$ cat config.mk
export PLATFORM = sky130hd
export DESIGN_NAME = locked_core_sched_flat
export DESIGN_NICKNAME = d
export VERILOG_FILES = /design/src/rtl/locked_core_sched_if.sv /design/src/rtl/locked_core_sched.sv /design/src/flat_wrapper.sv
export SDC_FILE = /design/constraint.sdc
export NUM_CORES = 1
export LEC_CHECK = 0
export ABC_AREA = 1
export CAP_MARGIN = 20
export CORE_UTILIZATION = 25
export DETAILED_ROUTE_END_ITERATION = 6
export DONT_BUFFER_PORTS = 1
export GPL_TIMING_DRIVEN = 0
export PLACE_DENSITY_LB_ADDON = 0.08
export SLEW_MARGIN = 30
export SYNTH_ARGS = -nofsm -noshare
export SYNTH_HDL_FRONTEND = slang
export SYNTH_SLANG_ARGS = --single-unit
$ cat constraint.sdc
create_clock -name clk -period 3.71 [get_ports clk]
set_input_delay 0.742 -clock clk [delete_from_list [all_inputs] [get_ports clk]]
set_output_delay 0.742 -clock clk [all_outputs]
set_load 0.01 [all_outputs]
$ cat src/rtl/locked_core_sched_if.sv
// Signal bundle between locked_core_sched, its two requesters, the key source
// and the external key-locked c1355 core.
interface locked_core_sched_if #(
    parameter int IN_W  = 41,
    parameter int OUT_W = 32,
    parameter int KEY_W = 8
);
    logic             key_wr;
    logic [KEY_W-1:0] key_data;
    logic             key_clr;
    logic             key_ok;
    logic [1:0]       req;
    logic [IN_W-1:0]  req_vec0;
    logic [IN_W-1:0]  req_vec1;
    logic [1:0]       ack;
    logic [IN_W-1:0]  core_in;
    logic [KEY_W-1:0] core_key;
    logic [OUT_W-1:0] core_out;
    logic             resp_valid;
    logic [OUT_W-1:0] resp_data;
    logic             resp_id;
    logic             busy;

    modport slave (
        input  key_wr, key_data, key_clr, req, req_vec0, req_vec1, core_out,
        output key_ok, ack, core_in, core_key, resp_valid, resp_data, resp_id, busy
    );

    modport master (
        output key_wr, key_data, key_clr, req, req_vec0, req_vec1, core_out,
        input  key_ok, ack, core_in, core_key, resp_valid, resp_data, resp_id, busy
    );
endinterface

$ cat src/rtl/locked_core_sched.sv
// Sequencer for the key-locked c1355 core: holds the key, round-robin arbitrates
// two requesters, holds the core inputs for SETTLE_CYC cycles and returns the result.
module locked_core_sched #(
    parameter int IN_W       = 41,
    parameter int OUT_W      = 32,
    parameter int KEY_W      = 8,
    parameter int SETTLE_CYC = 2    // legal range 1..15, fits the 4-bit counter
) (
    input logic                clk,
    input logic                rst,
    locked_core_sched_if.slave bus
);
    localparam int CNT_W = 4;

    typedef enum logic [1:0] {
        S_IDLE,
        S_SETTLE,
        S_CAPTURE
    } state_e;

    state_e           state_q;
    logic [KEY_W-1:0] key_q;
    logic             key_ok_q;
    logic [KEY_W-1:0] core_key_q;
    logic [IN_W-1:0]  core_in_q;
    logic [CNT_W-1:0] cnt_q;
    logic [1:0]       ack_q;
    logic             id_q;
    logic             rr_ptr_q;
    logic             busy_q;
    logic             resp_valid_q;
    logic             resp_id_q;
    logic [OUT_W-1:0] resp_data_q;

    logic             grant_d;
    logic             grant_id_d;
    logic [KEY_W-1:0] key_d;

    always_comb begin
        grant_d    = (state_q == S_IDLE) && key_ok_q && (bus.req != 2'b00) && !bus.key_clr;
        grant_id_d = (bus.req == 2'b11) ? rr_ptr_q : bus.req[1];
        // A key written in the same IDLE cycle as a grant is the one the core sees.
        key_d      = ((state_q == S_IDLE) && bus.key_wr) ? bus.key_data : key_q;
    end

    // NOTE: all state below uses non-blocking assignments so every register
    // samples the pre-edge values, independent of statement order.
    always_ff @(posedge clk or posedge rst) begin
        if (rst) begin
            state_q      <= S_IDLE;
            key_q        <= '0;
            key_ok_q     <= 1'b0;
            core_key_q   <= '0;
            core_in_q    <= '0;
            cnt_q        <= '0;
            ack_q        <= '0;
            id_q         <= 1'b0;
            rr_ptr_q     <= 1'b0;
            busy_q       <= 1'b0;
            resp_valid_q <= 1'b0;
            resp_id_q    <= 1'b0;
            resp_data_q  <= '0;
        end else begin
            // NOTE: pulse outputs default low here, so each branch only raises them.
            ack_q        <= '0;
            resp_valid_q <= 1'b0;
            if (bus.key_clr) begin
                key_q      <= '0;
                key_ok_q   <= 1'b0;
                core_key_q <= '0;
                core_in_q  <= '0;
                busy_q     <= 1'b0;
                state_q    <= S_IDLE;
            end else begin
                case (state_q)
                    S_IDLE: begin
                        if (bus.key_wr) begin
                            key_q    <= bus.key_data;
                            key_ok_q <= 1'b1;
                        end
                        if (grant_d) begin
                            ack_q      <= grant_id_d ? 2'b10 : 2'b01;
                            core_in_q  <= grant_id_d ? bus.req_vec1 : bus.req_vec0;
                            core_key_q <= key_d;
                            id_q       <= grant_id_d;
                            cnt_q      <= CNT_W'(SETTLE_CYC - 1);
                            busy_q     <= 1'b1;
                            state_q    <= S_SETTLE;
                        end
                    end
                    S_SETTLE: begin
                        if (cnt_q == '0) state_q <= S_CAPTURE;
                        else             cnt_q   <= cnt_q - 1'b1;
                    end
                    S_CAPTURE: begin
                        resp_data_q  <= bus.core_out;
                        resp_id_q    <= id_q;
                        resp_valid_q <= 1'b1;
                        rr_ptr_q     <= ~id_q;
                        core_in_q    <= '0;
                        core_key_q   <= '0;
                        busy_q       <= 1'b0;
                        state_q      <= S_IDLE;
                    end
                    default: state_q <= S_IDLE;
                endcase
            end
        end
    end

    assign bus.key_ok     = key_ok_q;
    assign bus.ack        = ack_q;
    assign bus.core_in    = core_in_q;
    assign bus.core_key   = core_key_q;
    assign bus.resp_valid = resp_valid_q;
    assign bus.resp_data  = resp_data_q;
    assign bus.resp_id    = resp_id_q;
    assign bus.busy       = busy_q;
endmodule
$ cat src/flat_wrapper.sv
// flat-port wrapper written by rule: the top's interface ports become plain ports
module locked_core_sched_flat 
#(
    parameter int IN_W       = 41,
    parameter int OUT_W      = 32,
    parameter int KEY_W      = 8,
    parameter int SETTLE_CYC = 2                                                
)
  (clk, rst, bus_key_wr, bus_key_data, bus_key_clr, bus_req, bus_req_vec0, bus_req_vec1, bus_core_out, bus_key_ok, bus_ack, bus_core_in, bus_core_key, bus_resp_valid, bus_resp_data, bus_resp_id, bus_busy);
  locked_core_sched_if #(.IN_W(IN_W), .OUT_W(OUT_W), .KEY_W(KEY_W)) bus_i ();
  input logic clk;
  input logic rst;
  input wire logic [$bits(bus_i.key_wr)-1:0] bus_key_wr;
  input wire logic [$bits(bus_i.key_data)-1:0] bus_key_data;
  input wire logic [$bits(bus_i.key_clr)-1:0] bus_key_clr;
  input wire logic [$bits(bus_i.req)-1:0] bus_req;
  input wire logic [$bits(bus_i.req_vec0)-1:0] bus_req_vec0;
  input wire logic [$bits(bus_i.req_vec1)-1:0] bus_req_vec1;
  input wire logic [$bits(bus_i.core_out)-1:0] bus_core_out;
  output wire logic [$bits(bus_i.key_ok)-1:0] bus_key_ok;
  output wire logic [$bits(bus_i.ack)-1:0] bus_ack;
  output wire logic [$bits(bus_i.core_in)-1:0] bus_core_in;
  output wire logic [$bits(bus_i.core_key)-1:0] bus_core_key;
  output wire logic [$bits(bus_i.resp_valid)-1:0] bus_resp_valid;
  output wire logic [$bits(bus_i.resp_data)-1:0] bus_resp_data;
  output wire logic [$bits(bus_i.resp_id)-1:0] bus_resp_id;
  output wire logic [$bits(bus_i.busy)-1:0] bus_busy;
  assign bus_i.key_wr = bus_key_wr;
  assign bus_i.key_data = bus_key_data;
  assign bus_i.key_clr = bus_key_clr;
  assign bus_i.req = bus_req;
  assign bus_i.req_vec0 = bus_req_vec0;
  assign bus_i.req_vec1 = bus_req_vec1;
  assign bus_i.core_out = bus_core_out;
  assign bus_key_ok = bus_i.key_ok;
  assign bus_ack = bus_i.ack;
  assign bus_core_in = bus_i.core_in;
  assign bus_core_key = bus_i.core_key;
  assign bus_resp_valid = bus_i.resp_valid;
  assign bus_resp_data = bus_i.resp_data;
  assign bus_resp_id = bus_i.resp_id;
  assign bus_busy = bus_i.busy;
  locked_core_sched #(.IN_W(IN_W), .OUT_W(OUT_W), .KEY_W(KEY_W), .SETTLE_CYC(SETTLE_CYC)) u_core (.clk(clk), .rst(rst), .bus(bus_i));
endmodule
==> metrics.txt <==
# TYPE chip_impl_metric gauge
chip_impl_info{name="result_of_the_run",value="finished clean"} 1
chip_impl_metric{name="synth-seq-area-share",unit="%"} 58.31
chip_impl_metric{name="yosys_warnings",unit=""} 0
chip_impl_metric{name="drcViolationCount",unit=""} 0
chip_impl_metric{name="finish.utilization",unit="%"} 29.26
chip_impl_metric{name="post_route_cells_drive_above_1_share",unit="%"} 6.641
chip_impl_metric{name="synthesis.area",unit="sq um"} 4420
chip_impl_metric{name="critPathArrivalTime",unit="ps"} 2010
chip_impl_metric{name="timing.final.hold_violations",unit=""} 0
chip_impl_info{name="worst_setup_path_end_kind",value="register"} 1
chip_impl_metric{name="first_pass_iters",unit=""} 4
chip_impl_metric{name="number_of_global_route_vias_before_repair",unit=""} 3727
chip_impl_metric{name="grt_first_pass_wirelength",unit="um"} 20540
chip_impl_metric{name="clk_transition_reported_paths",unit="ps"} 70
chip_impl_metric{name="cp_max_fo",unit=""} 10
chip_impl_metric{name="vias_per_cell",unit=""} 4.758
chip_impl_metric{name="globalRoute.totalOverflow",unit=""} 0
chip_impl_metric{name="die-width",unit="um"} 135.0
chip_impl_metric{name="vias",unit=""} 3578
chip_impl_metric{name="max-slew-margin-rel",unit="%"} 60.38
chip_impl_metric{name="p_int",unit="W"} 0.002126
chip_impl_metric{name="timing.max_cap.violations",unit=""} 0
chip_impl_metric{name="dp.cells",unit=""} 736
chip_impl_metric{name="globalRouteTotalUtil",unit="%"} 14.91
chip_impl_metric{name="synthCells",unit=""} 510
chip_impl_metric{name="detail-route-antenna-nets",unit=""} 0
chip_impl_info{name="hold_path.class",value="in -> async"} 1
chip_impl_metric{name="postCtsSetupBuffers",unit=""} 0
chip_impl_metric{name="cts-buffers-inserted",unit=""} 9
chip_impl_metric{name="swShare",unit="%"} 32.47
chip_impl_info{name="grt_setup_unrepaired",value="no"} 1
chip_impl_metric{name="power.static_leakage",unit="nW"} 2.562
chip_impl_info{name="clockRootBuffer",value="clkbuf_16"} 1
chip_impl_metric{name="timing_worst_slew_pin_value",unit="ps"} 594.2
chip_impl_metric{name="pin_count_of_the_biggest_net_entering_global_routing",unit=""} 63
chip_impl_metric{name="clock.fmax",unit="MHz"} 558.5
chip_impl_metric{name="grt_antenna_before_repair",unit=""} 0
chip_impl_metric{name="cp.required",unit="ps"} 3930
chip_impl_metric{name="placementRows",unit=""} 48
chip_impl_metric{name="port_buffers",unit=""} 0
chip_impl_metric{name="netSwitchingPower",unit="W"} 0.001022
chip_impl_metric{name="syn2layout_area_growth",unit="%"} 14.49
chip_impl_metric{name="cts_hold_repair.buffers",unit=""} 0
chip_impl_metric{name="power_frac_clock",unit="%"} 33.1
chip_impl_metric{name="fin_total_pwr",unit="W"} 0.003148
chip_impl_metric{name="ctsLongestPathBuffers",unit=""} 2
chip_impl_metric{name="htree_levels",unit=""} 3
chip_impl_metric{name="power.combinational.fraction",unit="%"} 16.8
chip_impl_metric{name="regToRegSetupSlack",unit="ps"} 1920
chip_impl_metric{name="finalWorstPathRequiredPeriod",unit="ps"} 1791
chip_impl_metric{name="synth_cell_types",unit=""} 18
chip_impl_metric{name="vdd_drop_max",unit="V"} 0.0002079
chip_impl_metric{name="num-fill-cells",unit=""} 1879
chip_impl_metric{name="postRouteWirelength",unit="um"} 13380
chip_impl_metric{name="finalMaxSlewViolations",unit=""} 0
chip_impl_metric{name="clkSinkCount",unit=""} 103
chip_impl_metric{name="mappedNetlistNets",unit=""} 640
chip_impl_metric{name="wl_per_cell",unit="um"} 17.79
chip_impl_metric{name="drt_first_iter_violations",unit=""} 171
chip_impl_info{name="setup.worst_path.class",value="reg -> reg"} 1
chip_impl_metric{name="post_synth.cell_area_avg",unit="sq um"} 8.668
chip_impl_info{name="cts_tree",value="yes"} 1
chip_impl_metric{name="layoutNonFillerInstCount",unit=""} 752
chip_impl_metric{name="sequentialPowerShare",unit="%"} 50.0
chip_impl_metric{name="die-height",unit="um"} 135.0
chip_impl_metric{name="clock_insertion_delay_worst_skew",unit="ps"} 350
chip_impl_info{name="startpoint_type",value="register"} 1
chip_impl_metric{name="dp_hpwl",unit="um"} 9751
chip_impl_metric{name="antenna_cells_inserted",unit=""} 0
chip_impl_metric{name="layout.nets",unit=""} 652
chip_impl_metric{name="design.die.area",unit="sq um"} 18220
chip_impl_metric{name="design.core.area",unit="sq um"} 17300
chip_impl_metric{name="globalplace.congestion",unit=""} 0.6984
chip_impl_metric{name="final_critical_path_share_of_the_clock_period",unit="%"} 48.26
chip_impl_metric{name="timing.clock.skew",unit="ps"} 9.510
chip_impl_metric{name="p_per_cell_area",unit="nW/um^2"} 621.9
chip_impl_metric{name="pin_count",unit=""} 215
chip_impl_metric{name="initial_core_util",unit="%"} 25.56
chip_impl_metric{name="number_of_failing_setup_endpoints_in_the_final_timing_report",unit=""} 0
chip_impl_metric{name="post_cts_gate_resize_count",unit=""} 0
chip_impl_metric{name="ys_ff_latch",unit=""} 103
-- synthesized netlist by cell type, drive strengths merged --
master | n | share of area (%)
nand2 | 195 | 17
nand3 | 138 | 16
dfrtp | 103 | 58
clkbuf | 16 | 1.4
buf | 15 | 3.1
inv | 15 | 1.3
a21oi | 8 | 0.91
nor2 | 6 | 0.74
o21ai | 5 | 0.57
clkinv | 2 | 0.17
ha | 2 | 0.57
xor2 | 2 | 0.40
nor3 | 1 | 0.11
o21a | 1 | 0.17
or2 | 1 | 0.14
-- final timing paths --
kind | startpoint | to | cells past startpoint
min in group clk | bus_core_out[10] | u_core.bus.resp_data[10]$_DFFE_PP0P_ | 2
hold reg to reg | u_core.cnt_q[1]$_DFFE_PP0P_ | u_core.cnt_q[1]$_DFFE_PP0P_ | 2
max in group asynchronous | rst | u_core.cnt_q[3]$_DFFE_PP0P_ | 2
setup / recovery | u_core.rr_ptr_q$_DFFE_PP0P_ | u_core.bus.core_in[30]$_DFFE_PP0P_ | 7
setup reg to reg | u_core.rr_ptr_q$_DFFE_PP0P_ | u_core.bus.core_in[30]$_DFFE_PP0P_ | 7
hold / removal | rst | u_core.bus.resp_data[10]$_DFFE_PP0P_ | 1
-- routing by layer --
| layer | share of wire [%] | routed length [um] | global-route usage, % | up-vias |
|---|---|---|---|---|
| met4 | 1.3 | 174 | 4.682 | 0 |
| met5 | 0 | 0 | 0 | - |
| met2 | 47 | 6272 | 23.54 | 163 |
| li1 | - | - | - | 1682 |
| met1 | 42 | 5564 | 18.93 | 1725 |
| met3 | 10 | 1369 | 5.368 | 8 |
-- registers in the layout, indices dropped and copies added (netlist names) --
signal,flops
u_core.bus.key_ok,1
u_core.bus.resp_id,1
u_core.bus.busy,1
u_core.key_q,8
u_core.state_q,2
u_core.bus.core_in,41
u_core.bus.core_key,8
u_core.bus.resp_valid,1
u_core.bus.resp_data,32
u_core.rr_ptr_q,1
u_core.id_q,1
u_core.cnt_q,4
u_core.bus.ack,2
-- critical path, stage by stage, from the launching register on --
cell and delay [ps]:
dfrtp_1 360, inv_1 70, nand2_1 50, nand2_1 250, clkinv_1 310, clkbuf_1 360
nand3_1 180, nand3_1 90
-- layout make-up --
cell class | instances | area [sq um] | area share (%)
clock buffers | 11 | 242.7 | 4.796
plain buffers | 31 | 197.7 | 3.906
multi-input cells | 359 | 1582 | 31.25
repair buffers | 1 | 27.53 | 0.5439
inverters | 17 | 71.32 | 1.409
well taps | 225 | 281.5 | 5.562
flip-flops and latches | 103 | 2577 | 50.93
clock inverters | 5 | 81.33 | 1.607
-- cell usage in the layout, fill, tap and decap left out, types with 2 or more instances in the layout --
master     count
bufinv_16      2
clkbuf_1      17
inv_1         14
nand2_1      195
xor2_1         2
dfrtp_1      103
buf_2          5
ha_1           2
buf_6         10
nand3_1      138
o21ai_0        5
a21oi_1        8
clkinv_1       2
nor2_1         4
clkbuf_16      9
-- power by group through the flow --
stage	sequential [W]	combinational [W]	clock [W]
final	0.00157	0.000529	0.00104
after global placement	0.00160	0.000529	0
after detailed placement	0.00160	0.000546	0
after floorplan	0.00155	0.000403	0
after CTS	0.00158	0.000546	0.00108
after global routing	0.00160	0.000624	0.00112
-- cell families (layout without fill, tap and decap cells) --
| group | Yosys count | count (layout) | share of synthesized area, % |
|---|---|---|---|
| AOI/OAI and AO/OA | 14 | 14 | 1.642 |
| xor gates and xnor gates | 2 | 2 | 0.3963 |
| adders and majority gates | 2 | 2 | 0.5660 |
| buffers and inverters | 48 | 65 | 5.916 |
| DFF | 103 | 103 | 58.31 |
| and+or+nand+nor | 341 | 341 | 33.17 |
-- metrics by stage --
| stage | TNS (ps) | hold slack, ps | instance area (sq um) | setup slack (ps) |
|---|---|---|---|---|
| floorplan | 0 | 478.3 | 4420 | 264.2 |
| global placement | -125200 | 496.7 | 4702 | -1229 |
| detailed placement | 0 | 504.5 | 4737 | 1485 |
| CTS | 0 | 214.0 | 5061 | 1795 |
| global route | 0 | 220.4 | 5061 | 1700 |
| finish | 0 | 208.2 | 5061 | 1919 |
(Power assumes the default switching activity.)
